<file path="config.mk">
export PLATFORM = sky130hd
export DESIGN_NAME = sig_meas
export DESIGN_NICKNAME = d
export VERILOG_FILES = /design/src/rtl/sig_meas.sv
export SDC_FILE = /design/constraint.sdc
export NUM_CORES = 1
export LEC_CHECK = 0
export CAP_MARGIN = 5
export CORE_MARGIN = 1
export CORE_UTILIZATION = 40
export CTS_BUF_LIST = sky130_fd_sc_hd__clkbuf_2 sky130_fd_sc_hd__clkbuf_4 sky130_fd_sc_hd__clkbuf_8
export DETAILED_ROUTE_END_ITERATION = 10
export HOLD_SLACK_MARGIN = 0.05
export PLACE_DENSITY = 0.56
export SYNTH_ARGS = -nofsm -noshare
export SYNTH_HDL_FRONTEND = slang
export SYNTH_SLANG_ARGS = --single-unit
</file>
<file path="constraint.sdc">
create_clock -name clk -period 6.25 [get_ports clk]
set_clock_uncertainty 0.15 [all_clocks]
set_input_delay 1.25 -clock clk [delete_from_list [all_inputs] [get_ports clk]]
set_output_delay 1.25 -clock clk [all_outputs]
set_load 0.02 [all_outputs]
</file>
<file path="src/rtl/sig_meas.sv">
// ============================================================================
// sig_meas : ADC min/max/peak-to-peak and period measurement     rev 1.0
// ============================================================================
`default_nettype none

module sig_meas #(
  parameter int WIN_LEN = 1024,
  parameter int HYST    = 4,
  parameter int TMO     = 4095
) (
  input  logic        clk,
  input  logic        rst,
  input  logic [7:0]  ad_data,
  input  logic        start,
  output logic        ad_clk,
  output logic        busy,
  output logic        done,
  output logic        err,
  output logic [7:0]  vmax,
  output logic [7:0]  vmin,
  output logic [7:0]  vpp,
  output logic [11:0] period
);

  localparam int WCW = (WIN_LEN > 1) ? $clog2(WIN_LEN) : 1;
  localparam int TCW = $clog2(TMO + 1);
  localparam logic [WCW-1:0] WIN_LAST = WCW'(WIN_LEN - 1);
  localparam logic [TCW-1:0] TMO_LAST = TCW'(TMO - 1);
  localparam logic [8:0]     HYST9    = 9'(HYST);
  localparam logic [8:0]     FLAT_LIM = 9'(2 * HYST);

  typedef enum logic [2:0] {
    IDLE  = 3'd0,
    PEAK  = 3'd1,
    ARM0  = 3'd2,
    TRIG0 = 3'd3,
    ARM1  = 3'd4,
    TRIG1 = 3'd5,
    DONE  = 3'd6
  } state_t;

  state_t          r_state, w_next;
  logic [7:0]      r_s, r_max, r_min, r_hi, r_lo;
  logic [7:0]      r_vmax, r_vmin, r_vpp;
  logic [11:0]     r_period, r_pcnt;
  logic            r_err;
  logic [WCW-1:0]  r_wcnt;
  logic [TCW-1:0]  r_tcnt;

  logic [7:0] w_cur_max, w_cur_min, w_vpp, w_hi, w_lo;
  logic [8:0] w_sum, w_thr, w_hi9;
  logic       w_first, w_peak_last, w_flat, w_edge_st, w_tmo, w_rise, w_fall, w_hit1;

  assign ad_clk = clk;

  // Window statistics include the sample being consumed this cycle so the
  // thresholds can be registered on the very edge that leaves PEAK.
  assign w_first     = (r_wcnt == '0);
  assign w_cur_max   = (w_first || r_s > r_max) ? r_s : r_max;
  assign w_cur_min   = (w_first || r_s < r_min) ? r_s : r_min;
  assign w_vpp       = w_cur_max - w_cur_min;
  assign w_sum       = {1'b0, w_cur_max} + {1'b0, w_cur_min};
  assign w_thr       = w_sum >> 1;
  assign w_hi9       = w_thr + HYST9;
  assign w_hi        = (w_hi9 > 9'd255) ? 8'hFF : w_hi9[7:0];
  assign w_lo        = (w_thr < HYST9) ? 8'd0 : 8'(w_thr - HYST9);
  assign w_flat      = ({1'b0, w_vpp} <= FLAT_LIM);
  assign w_peak_last = (r_state == PEAK) && (r_wcnt == WIN_LAST);

  assign w_edge_st = (r_state == ARM0) || (r_state == TRIG0) ||
                     (r_state == ARM1) || (r_state == TRIG1);
  assign w_tmo     = w_edge_st && (r_tcnt == TMO_LAST);
  assign w_rise    = (r_s >= r_hi);
  assign w_fall    = (r_s <= r_lo);
  assign w_hit1    = (r_state == TRIG1) && w_rise;

  always_ff @(posedge clk) begin
    if (rst) r_state <= IDLE;
    else     r_state <= w_next;
  end

  always_comb begin
    w_next = r_state;
    busy   = (r_state != IDLE);
    done   = (r_state == DONE);
    case (r_state)
      IDLE:    if (start) w_next = PEAK;
      PEAK:    if (w_peak_last) w_next = w_flat ? DONE : ARM0;
      ARM0:    if (w_tmo) w_next = DONE; else if (w_fall) w_next = TRIG0;
      TRIG0:   if (w_tmo) w_next = DONE; else if (w_rise) w_next = ARM1;
      ARM1:    if (w_tmo) w_next = DONE; else if (w_fall) w_next = TRIG1;
      TRIG1:   if (w_rise || w_tmo) w_next = DONE;
      DONE:    w_next = IDLE;
      default: w_next = IDLE;
    endcase
  end

  always_ff @(posedge clk) begin
    if (rst) begin
      r_s      <= '0;
      r_wcnt   <= '0;
      r_tcnt   <= '0;
      r_pcnt   <= '0;
      r_max    <= '0;
      r_min    <= '0;
      r_hi     <= '0;
      r_lo     <= '0;
      r_vmax   <= '0;
      r_vmin   <= '0;
      r_vpp    <= '0;
      r_period <= '0;
      r_err    <= 1'b0;
    end else begin
      r_s <= ad_data;

      if (r_state == IDLE && start) r_wcnt <= '0;

      if (r_state == PEAK) begin
        r_max  <= w_cur_max;
        r_min  <= w_cur_min;
        r_wcnt <= r_wcnt + WCW'(1);
        if (w_peak_last) begin
          r_vmax <= w_cur_max;
          r_vmin <= w_cur_min;
          r_vpp  <= w_vpp;
          r_hi   <= w_hi;
          r_lo   <= w_lo;
          r_tcnt <= '0;
          if (w_flat) begin
            r_err    <= 1'b1;
            r_period <= '0;
          end
        end
      end

      if (w_edge_st) r_tcnt <= r_tcnt + TCW'(1);

      if (r_state == TRIG0 && w_rise)
        r_pcnt <= '0;
      else if (r_state == ARM1 || r_state == TRIG1)
        r_pcnt <= r_pcnt + 12'd1;

      // A second trigger on the timeout cycle still counts as a valid period.
      if (w_hit1) begin
        r_err    <= 1'b0;
        r_period <= r_pcnt + 12'd1;
      end else if (w_tmo) begin
        r_err    <= 1'b1;
        r_period <= '0;
      end
    end
  end

  assign err    = r_err;
  assign vmax   = r_vmax;
  assign vmin   = r_vmin;
  assign vpp    = r_vpp;
  assign period = r_period;

endmodule

`default_nettype wire

</file>
# Word-level counts from Yosys, hierarchy flattened
# Cells that the tools add are included.
word_totals:
  out_inout_bits: 40
  ff_bits: 114
  in_bits: 11
op_classes:
  add_sub_neg: 7
  mux: 29
  n_eq_ne: 14
  n_reduce_logical: 31
  order_cmp: 7
op_table:
  columns: ["cell", "count"]
  rows:
  - ["two-way mux 12 bit", 8]
  - ["two-way mux 8 bit", 4]
  - ["two-way mux 3 bit", 10]
  - ["adder 12 x 1 -> 12 bit (second input constant)", 2]
  - ["two-way mux 10 bit", 2]
  - ["one-hot mux 3 bit (6 select lines)", 1]
  - ["== test 12 bit (second input constant)", 1]
  - ["nonzero test 2 bit", 6]
  - ["nonzero test 3 bit", 4]
  - ["adder 10 x 1 -> 10 bit (second input constant)", 1]
  - ["== test 10 bit (second input constant)", 1]
  - ["logical NOT 10 bit", 1]
  - ["adder 8 x 3 -> 9 bit (second input constant)", 1]
  - ["adder 8 x 8 -> 9 bit", 1]
  - ["== test 3 bit (second input constant)", 3]
  - ["> comparator 9 x 8 -> 1 bit (second input constant)", 1]
  - ["!= test 3 bit (second input constant)", 3]
  - ["greater-or-equal comparator 8 bit", 1]
  - ["> comparator 8 bit", 1]
  - ["<= comparator 8 x 4 -> 1 bit (second input constant)", 1]
  - ["<= comparator 8 bit", 1]
  - ["< comparator 8 x 3 -> 1 bit (second input constant)", 1]
  - ["< comparator 8 bit", 1]
  - ["subtractor 8 x 3 -> 8 bit (second input constant)", 1]
  - ["other kinds (13)", 31]

# Depth between registers and ports, before layout
# Gate-level depths: netlist of run 1.
depth:
  word_depth: 10
  mapped_depth: 20
  mapped_depth_nobuf: 20

==> out/results.tsv, run 1 <==
stage	metric	value	unit
final_layout	diodes	0	
route	ant_nets	0	
die	die_x	130	um
setup_path	worst_setup_path_start_kind	clock port	
sta	rsz0062_at_grt	false	
setup_path	cp_cell_sequence	clkbuf_8 > clkbuf_8 > clkdlybuf4s50_1	
sta	finalSetupTns	0	ns
synth	synth_area	6580	um^2
grt	grt_pass1_vias	5314	
route	dr.pass1.iters	5	
clocking	clock_latency	0.55	ns
sta	fmax	191	MHz
sta	period_share	0.844	
final_layout	fin_area	7680	um^2
setup_path	cpPeakStageDelay	0.52	ns
placement	place_congestion	0.917	
setup_path	slowest_stage	clkdlybuf4s50_1	
grt	overflow	0	
synth	syn_inst	771	
synth	yosysUniqueCellTypes	72	
clocking	cts_hold_buf	0	
min_path	holdPathStages	2	
setup_path	path_class	clk -> out	
die	rows	46	
placement	io_buffer_count	50	
min_path	hp-class	reg -> reg	
grt	grt_use_total	0.210	
clocking	cts_tree	done	
clocking	post_cts_buffers	0	
final_layout	multi_input_area	3960	um^2
route	drc	0	
synth	syn-num-nets	838	
power	leakage	2.94	nW
die	top_level_ports	51	
die	start_util	0.413	
sta	period_minus_slack	5.28	ns
die	core	15900	um^2
outcome	status	finished clean	
die	die_area	17000	um^2
setup_path	path_common_cell	clkbuf_8	
setup_path	ff2ff_setup_slack	1.02	ns
synth	synthArstFlopShare	0	
synth	yosys_warnings	0	
route	wl	16900	um
setup_path	cp_data_required_time	4.85	ns
power	power_density	303	nW/um^2
sta	setup_viol	0	
setup_path	cp_max_fo	2	
grt	grt_pass1_wl	27200	um
run	cap_violations	0	
setup_path	rr_endpoint	period[1]	
placement	dp_hpwl	12000	um
route	routed_via_density	5.41	
route	drtIter0Drc	281	
sta	relSlewSlack	0.401	
power	finalPower	2.33	mW
synth	synth_edf_count	0	
sta	hold_violations	0	
synth	synth_top_flop_cell	dfxtp_1	
final_layout	area_delta_synth_final	16.7	%
setup_path	r2r_start	r_s[1]	
synth	avgSynthCellArea	8.53	um^2
final_layout	regArea	2280	um^2
grt	grt_max_degree	81	
setup_path	worstPathArrival	3.88	ns
power	peakVddDrop	0.189	mV
setup_path	worstSetupEndpointType	output port	
final_layout	stdcell_count	1038	
min_path	worstHoldEndpoint	r_lo[2]	
synth	ys_seq_elements	114	
route	routed-via-count	5611	
final_layout	fin_nets	878	
clocking	cts.clk_slew.worst_paths	0.07	ns
placement	place_inst	1005	
route	wl_per_cell	16.2	um
clocking	cts_resized	0	
synth	synth_seq_area_share	0.347	
setup_path	r2r.worst_path.cells	16	
grt	antenna_found_initial	0	
final_layout	finish.utilization	0.482	
die	die_h	130	um
placement	placed_area	7230	um^2
min_path	min_from	r_lo[2]	
final_layout	layout-drive-gt1-share	0.0864	
sta	worst_pin_slew	0.898	ns
sta	finalMaxSlewViolations	0	
final_layout	nFillCells	1546	
## cell usage in the layout (no fill, tap or decap), types with 3 or more instances in the layout
cell type / n
nor3_1: 14
dfxtp_1: 114
o21ai_1: 3
clkbuf_8: 22
a21oi_1: 36
a31oi_1: 5
o21ai_0: 20
clkinv_2: 4
a311oi_1: 11
a22oi_1: 4
ha_1: 54
a21o_1: 5
nand3b_1: 3
mux2_2: 9
mux2i_1: 26
bufinv_16: 3
clkdlybuf4s50_1: 49
and3_1: 5
nor2b_1: 16
or3_1: 8
nand2_1: 57
or2_2: 7
xor2_1: 16
buf_4: 5
nand3_1: 30
o211a_1: 10
xnor2_1: 15
nor3_2: 4
nand2b_1: 17
nor2_1: 96
o2bb2ai_1: 11
o21a_1: 10
inv_1: 49
o211ai_1: 6
a211oi_1: 19
nand4_1: 12
## logic make-up (layout without fill, tap and decap cells)
kind of cell / after synthesis / in the layout / share of synthesized area
buf+inv: 86 / 137 / 0.0519
flops: 114 / 114 / 0.347
compound gates: 164 / 164 / 0.183
xor+xnor: 31 / 31 / 0.0413
mux: 36 / 36 / 0.0567
simple gates: 283 / 283 / 0.210
fa+ha+maj: 57 / 57 / 0.110
## worst max-delay path by stage
stage	cells past startpoint	slack, ns	to	start
after global routing	16	0.67	period[1]	r_s[1]
after CTS	3	0.96	ad_clk	clk
after detailed placement	17	1.10	period[1]	r_s[1]
after global placement	17	1.20	period[1]	r_s[1]
final	3	0.97	ad_clk	clk
after floorplan	1	1.59	ad_clk	clk
## registers in the layout (all words and copies together) (netlist names)
signal / cells
vmax: 8
r_min: 8
r_tcnt: 12
vmin: 8
r_max: 8
r_pcnt: 12
period: 12
r_s: 8
r_hi: 8
r_lo: 8
r_state: 3
err: 1
vpp: 8
r_wcnt: 10
## synth_stat cells (all sizes together), types with 11 or more instances
cell / n / share of area
inv: 49 / 0.028
mux2i: 26 / 0.040
nand3: 30 / 0.023
clkbuf: 28 / 0.016
a21oi: 38 / 0.031
xnor2: 15 / 0.020
nor2: 96 / 0.055
ha: 54 / 0.10
o2bb2ai: 11 / 0.015
a211oi: 20 / 0.025
nor2b: 17 / 0.017
nand4: 13 / 0.013
nand2b: 17 / 0.016
o21ai: 23 / 0.018
nor3: 18 / 0.015
nand2: 57 / 0.033
a311oi: 11 / 0.015
xor2: 16 / 0.021
dfxtp: 114 / 0.35
## through the flow
stage | worst slack [ns] | hold slack, ns
CTS | 0.961 | 0.306
detailed placement | 1.10 | 0.295
global placement | 1.20 | 0.293
global route | 0.671 | 0.330
finish | 0.975 | 0.304
floorplan | 1.59 | 0.282
## critical path, delay by kind of cell
kind	cells	cell delay, ns
buffers and inverters	3	0.75
## report_power, final
part | internal (mW) | switching, mW | total (mW) | leakage, nW
clock network | 0.465 | 0.331 | 0.796 | 0.230
registers | 0.756 | 0.0440 | 0.800 | 0.922
logic | 0.282 | 0.450 | 0.732 | 1.79
## metal layers
metal  vias up  track usage  wire length [um]
met5         -            0                 0
met4         0       0.0937               446
met3        28       0.0467               516
met2       105        0.343              8010
met1      2681        0.264              7880
li1       2797            -                 -
## layout make-up
class                           count  area share
Clock buffer                       24      0.0417
Clock inverter                     10      0.0174
Inverter                           49      0.0240
Multi-Input combinational cell    571       0.516
Sequential cell                   114       0.297
Tap cell                          216      0.0352
Timing Repair Buffer               54      0.0681
Note: power is estimated with default switching activity, not from simulation.
==> inputs of run 2 (changes only) <==
==> constraint.sdc (replaced) <==
create_clock -name clk -period 5.1 [get_ports clk]
set_clock_uncertainty 0.15 [all_clocks]
set_input_delay 1.02 -clock clk [delete_from_list [all_inputs] [get_ports clk]]
set_output_delay 1.02 -clock clk [all_outputs]
set_load 0.02 [all_outputs]
==> out/results.tsv, run 2 (synthesis results as in run 1) <==
stage	metric	value	unit
min_path	hp-class	reg -> reg	
sta	period_share	0.939	
placement	place_congestion	0.819	
setup_path	worst_setup_path_start_kind	flip-flop	
clocking	cts_hold_buf	0	
route	ant_nets	0	
clocking	post_cts_buffers	0	
clocking	clock_latency	0.55	ns
final_layout	diodes	0	
power	p_clk_frac	0.347	
die	top_level_ports	51	
grt	overflow	0	
sta	period_minus_slack	4.79	ns
power	p_switching	1.03	mW
power	power_frac_seq	0.338	
die	core	15900	um^2
grt	grt_use_total	0.215	
sta	finalMaxSlewViolations	0	
die	die_x	130	um
route	drc	0	
sta	rsz0062_at_grt	false	
setup_path	cp_max_fo	12	
setup_path	worstPathArrival	5.08	ns
route	dr.pass1.iters	5	
route	wl	16900	um
grt	antenna_found_initial	0	
setup_path	cp_data_required_time	5.39	ns
sta	setup_viol	0	
grt	grt_pass1_vias	5653	
route	wl_per_cell	16.1	um
sta	fmax	209	MHz
grt	grt_max_degree	80	
power	intPower	1.86	mW
power	peakVddDrop	0.241	mV
final_layout	finish.utilization	0.488	
power	power_density	372	nW/um^2
die	start_util	0.413	
power	leakage	2.99	nW
outcome	status	finished clean	
clocking	cts.clk_slew.worst_paths	0.07	ns
sta	worst_pin_slew	0.880	ns
final_layout	layout-drive-gt1-share	0.0998	
run	cap_violations	0	
power	finalPower	2.89	mW
setup_path	path_class	reg -> reg	
route	routed-via-count	5584	
sta	finalSetupTns	0	ns
sta	relSlewSlack	0.414	
route	drtIter0Drc	228	
die	die_h	130	um
die	die_area	17000	um^2
final_layout	final_cell_mix	dfxtp_1 (114), nor2_1 (96), nand2_1 (57)	
clocking	cts_tree	done	
setup_path	worstSetupEndpointType	flip-flop	
final_layout	layout_commonest_cell	dfxtp_1	
power	pwr-share-comb	0.315	
die	rows	46	
sta	whs	0.301	ns
route	routed_via_density	5.33	
power	power_switching_share	0.357	
placement	io_buffer_count	50	
sta	hold_violations	0	
final_layout	area_delta_synth_final	18.2	%
grt	grt_pass1_wl	27700	um
final_layout	fin_nets	886	
final_layout	stdcell_count	1048	
placement	dp_hpwl	12100	um
placement	place_inst	1013	
## run 2: per-stage QoR
step	worst slack, ns	instance area, um^2
floorplan	0.803	6580
global placement	0.219	7290
detailed placement	0.0871	7290
CTS	0.0775	7760
global route	0.0299	7770
finish	0.311	7770
## run 2: final timing paths
kind / startpoint / end / slack, ns / cells after the start
hold / removal: r_lo[1] / r_lo[1] / 0.30 / 2
setup reg to reg: r_max[1] / period[1] / 0.31 / 18
hold reg to reg: r_lo[1] / r_lo[1] / 0.30 / 2
setup / recovery: r_max[1] / period[1] / 0.31 / 18
## run 2: timing repair
action,in CTS,in global routing
endpoints found under the hold margin,0,0
gates resized for setup,0,3
endpoints found under the setup margin,0,20
## run 2: routing by layer
| layer | track usage | vias to the layer above | share of wire |
|---|---|---|---|
| li1 | - | 2814 | - |
| met1 | 0.261 | 2657 | 0.48 |
| met5 | 0 | - | 0 |
| met2 | 0.352 | 81 | 0.47 |
| met4 | 0.107 | 0 | 0.028 |
| met3 | 0.0541 | 32 | 0.025 |
## run 2: final cells by class
cell class              count  area, um^2
flip-flops and latches    114        2280
clock inverters            12         155
inverters                  49         184
clock buffers              24         320
well taps                 216         270
repair buffers             62         583
fillers                  1588        8170
multi-input cells         571        3980
## run 2: critical path, stage by stage (launching register included)
cell and delay [ns]:
dfxtp_1 0.36, inv_1 0.06, ha_1 0.28, nor2b_1 0.13, o21a_1 0.16, o21a_1 0.16, o21ai_0 0.33, nand3_2 0.30
mux2i_2 0.39, ha_1 0.23, inv_1 0.06, fa_1 0.40, nand2b_1 0.16, a2111oi_0 0.13, a311oi_1 0.40, nand2_1 0.19
o41ai_2 0.40, nor3_4 0.15, a32o_1 0.26
## run 2: power groups by stage
| stage | logic (mW) | registers [mW] | clock network (mW) |
|---|---|---|---|
| finish | 0.910 | 0.979 | 1.00 |
| detailed placement | 0.903 | 0.999 | 0.0263 |
| CTS | 0.907 | 0.978 | 1.03 |
| floorplan | 0.712 | 0.971 | 0.0229 |
| global placement | 0.885 | 0.997 | 0.0263 |
| global route | 1.00 | 0.986 | 1.07 |
==> inputs of run 3 (changes only) <==
--- a/config.mk
+++ b/config.mk
@@ -12,6 +12,7 @@
 export DETAILED_ROUTE_END_ITERATION = 10
 export HOLD_SLACK_MARGIN = 0.05
 export PLACE_DENSITY = 0.56
+export SETUP_SLACK_MARGIN = 0.15
 export SYNTH_ARGS = -nofsm -noshare
 export SYNTH_HDL_FRONTEND = slang
 export SYNTH_SLANG_ARGS = --single-unit
==> out/results.tsv, run 3 (synthesis results as in run 1) <==
stage	metric	value	unit
outcome	status	finished clean	
final_layout	fin_area	7860	um^2
grt	grt_max_degree	80	
power	pwr-share-comb	0.323	
placement	io_buffer_count	50	
placement	place_congestion	0.819	
route	wl_per_cell	16.1	um
sta	rsz0062_at_grt	true	
sta	worst_pin_slew	0.883	ns
placement	pre_cts_ws	0.0871	ns
clocking	cts_tree	done	
final_layout	finish.utilization	0.493	
die	die_x	130	um
power	p_clk_frac	0.342	
setup_path	worstSetupEndpointType	flip-flop	
die	start_util	0.413	
placement	dp_hpwl	12100	um
final_layout	area_delta_synth_final	19.5	%
final_layout	stdcell_count	1053	
setup_path	worst_setup_path_start_kind	flip-flop	
final_layout	diodes	0	
final_layout	fin_nets	891	
setup_path	cp_cell_sequence	inv_1 > ha_1 > nor2b_1 > o21a_1 > o21a_1 > o21ai_0 > nand3_2 > buf_4 > mux2i_4 > ha_1 > inv_1 > fa_1 > nand2b_1 > a2111oi_0 > a311oi_1 > nand2_1 > o41ai_4 > nor3_4 > buf_12 > a32o_1	
setup_path	slowest_stage	fa_1	
grt	grt_pass1_vias	5652	
route	routed-via-count	5611	
setup_path	cpPeakStageDelay	0.40	ns
power	finalPower	2.93	mW
sta	fmax	209	MHz
clocking	clock_latency	0.55	ns
sta	finalSetupTns	0	ns
die	die_h	130	um
setup_path	path_class	reg -> reg	
route	ant_nets	0	
die	top_level_ports	51	
grt	grt_use_total	0.215	
grt	grt_pass1_wl	27700	um
setup_path	critPathCapture	period[1]	
setup_path	r2r.worst_path.cells	20	
setup_path	worstPathArrival	5.06	ns
final_layout	layout_commonest_cell	dfxtp_1	
setup_path	r2r_start	r_max[1]	
run	cap_violations	0	
route	routed_via_density	5.33	
placement	place_inst	1013	
sta	setup_viol	0	
final_layout	layout-drive-gt1-share	0.108	
clocking	cts_hold_buf	0	
setup_path	ff2ff_setup_slack	0.32	ns
grt	overflow	0	
setup_path	cp_max_fo	12	
power	power_density	372	nW/um^2
setup_path	rr_endpoint	period[1]	
sta	whs	0.301	ns
clocking	cts.clk_slew.worst_paths	0.07	ns
die	die_area	17000	um^2
final_layout	final_cell_mix	dfxtp_1 (114), nor2_1 (96), nand2_1 (57)	
power	p_switching	1.05	mW
route	drc	0	
grt	antenna_found_initial	0	
sta	finalMaxSlewViolations	0	
sta	period_minus_slack	4.78	ns
route	wl	16900	um
route	drtIter0Drc	268	
power	peakVddDrop	0.241	mV
setup_path	startpoint	r_max[1]	
sta	period_share	0.936	
power	power_switching_share	0.358	
min_path	hp-class	reg -> reg	
power	leakage	3.04	nW
sta	relSlewSlack	0.410	
power	power_frac_seq	0.335	
die	core	15900	um^2
sta	hold_violations	0	
setup_path	cp_data_required_time	5.39	ns
route	dr.pass1.iters	4	
die	rows	46	
placement	placed_area	7290	um^2
sta	setup_ws	0.325	ns
power	intPower	1.88	mW
[run 3: routing by layer]
metal  routed length (um)  up-vias  part of all wire  track usage
li1                     -     2820                 -            -
met1                 7970     2666              0.47        0.261
met2                 8010       90              0.47        0.351
met3                  470       35             0.028       0.0545
met4                  464        0             0.027        0.107
met5                    0        -                 0            0
[run 3: timing repair]
item                                    CTS  global route
setup buffers                             0             5
endpoints found under the setup margin   13            28
pin swaps                                 0             3
gates resized for setup                   2             5
[run 3: layout make-up]
class / instances / area (um^2)
clock buffer: 24 / 320
clock inverter: 12 / 155
fill: 1579 / 8080
inverter: 49 / 184
multi-input combinational: 571 / 4010
sequential: 114 / 2280
tap: 216 / 270
timing repair buffer: 67 / 633
[run 3: power by group through the flow]
stage	clock (mW)	sequential (mW)	combinational, mW
2_1_floorplan	0.0229	0.971	0.712
3_3_place_gp	0.0263	0.997	0.885
3_5_place_dp	0.0263	0.999	0.903
4_1_cts	1.03	0.979	0.909
5_1_grt	1.07	0.986	1.04
6_report	1.00	0.979	0.945
[run 3: worst min-delay path by stage]
stage | start | to | cells past startpoint
floorplan | r_hi[5] | r_hi[5] | 2
global placement | r_hi[5] | r_hi[5] | 2
detailed placement | r_lo[1] | r_lo[1] | 2
CTS | r_hi[5] | r_hi[5] | 2
global route | vpp[1] | vpp[1] | 2
finish | r_lo[1] | r_lo[1] | 2
[run 3: worst max-delay path: cells and delay by family, from the launching register on]
kind,cells,cell delay (ns)
AO/OA/AOI/OAI,7,1.72
adder cells (fa/ha/maj),3,0.89
buffers and inverters,4,0.50
flip-flops,1,0.36
multiplexers,1,0.22
AND/OR/NAND/NOR,5,0.83
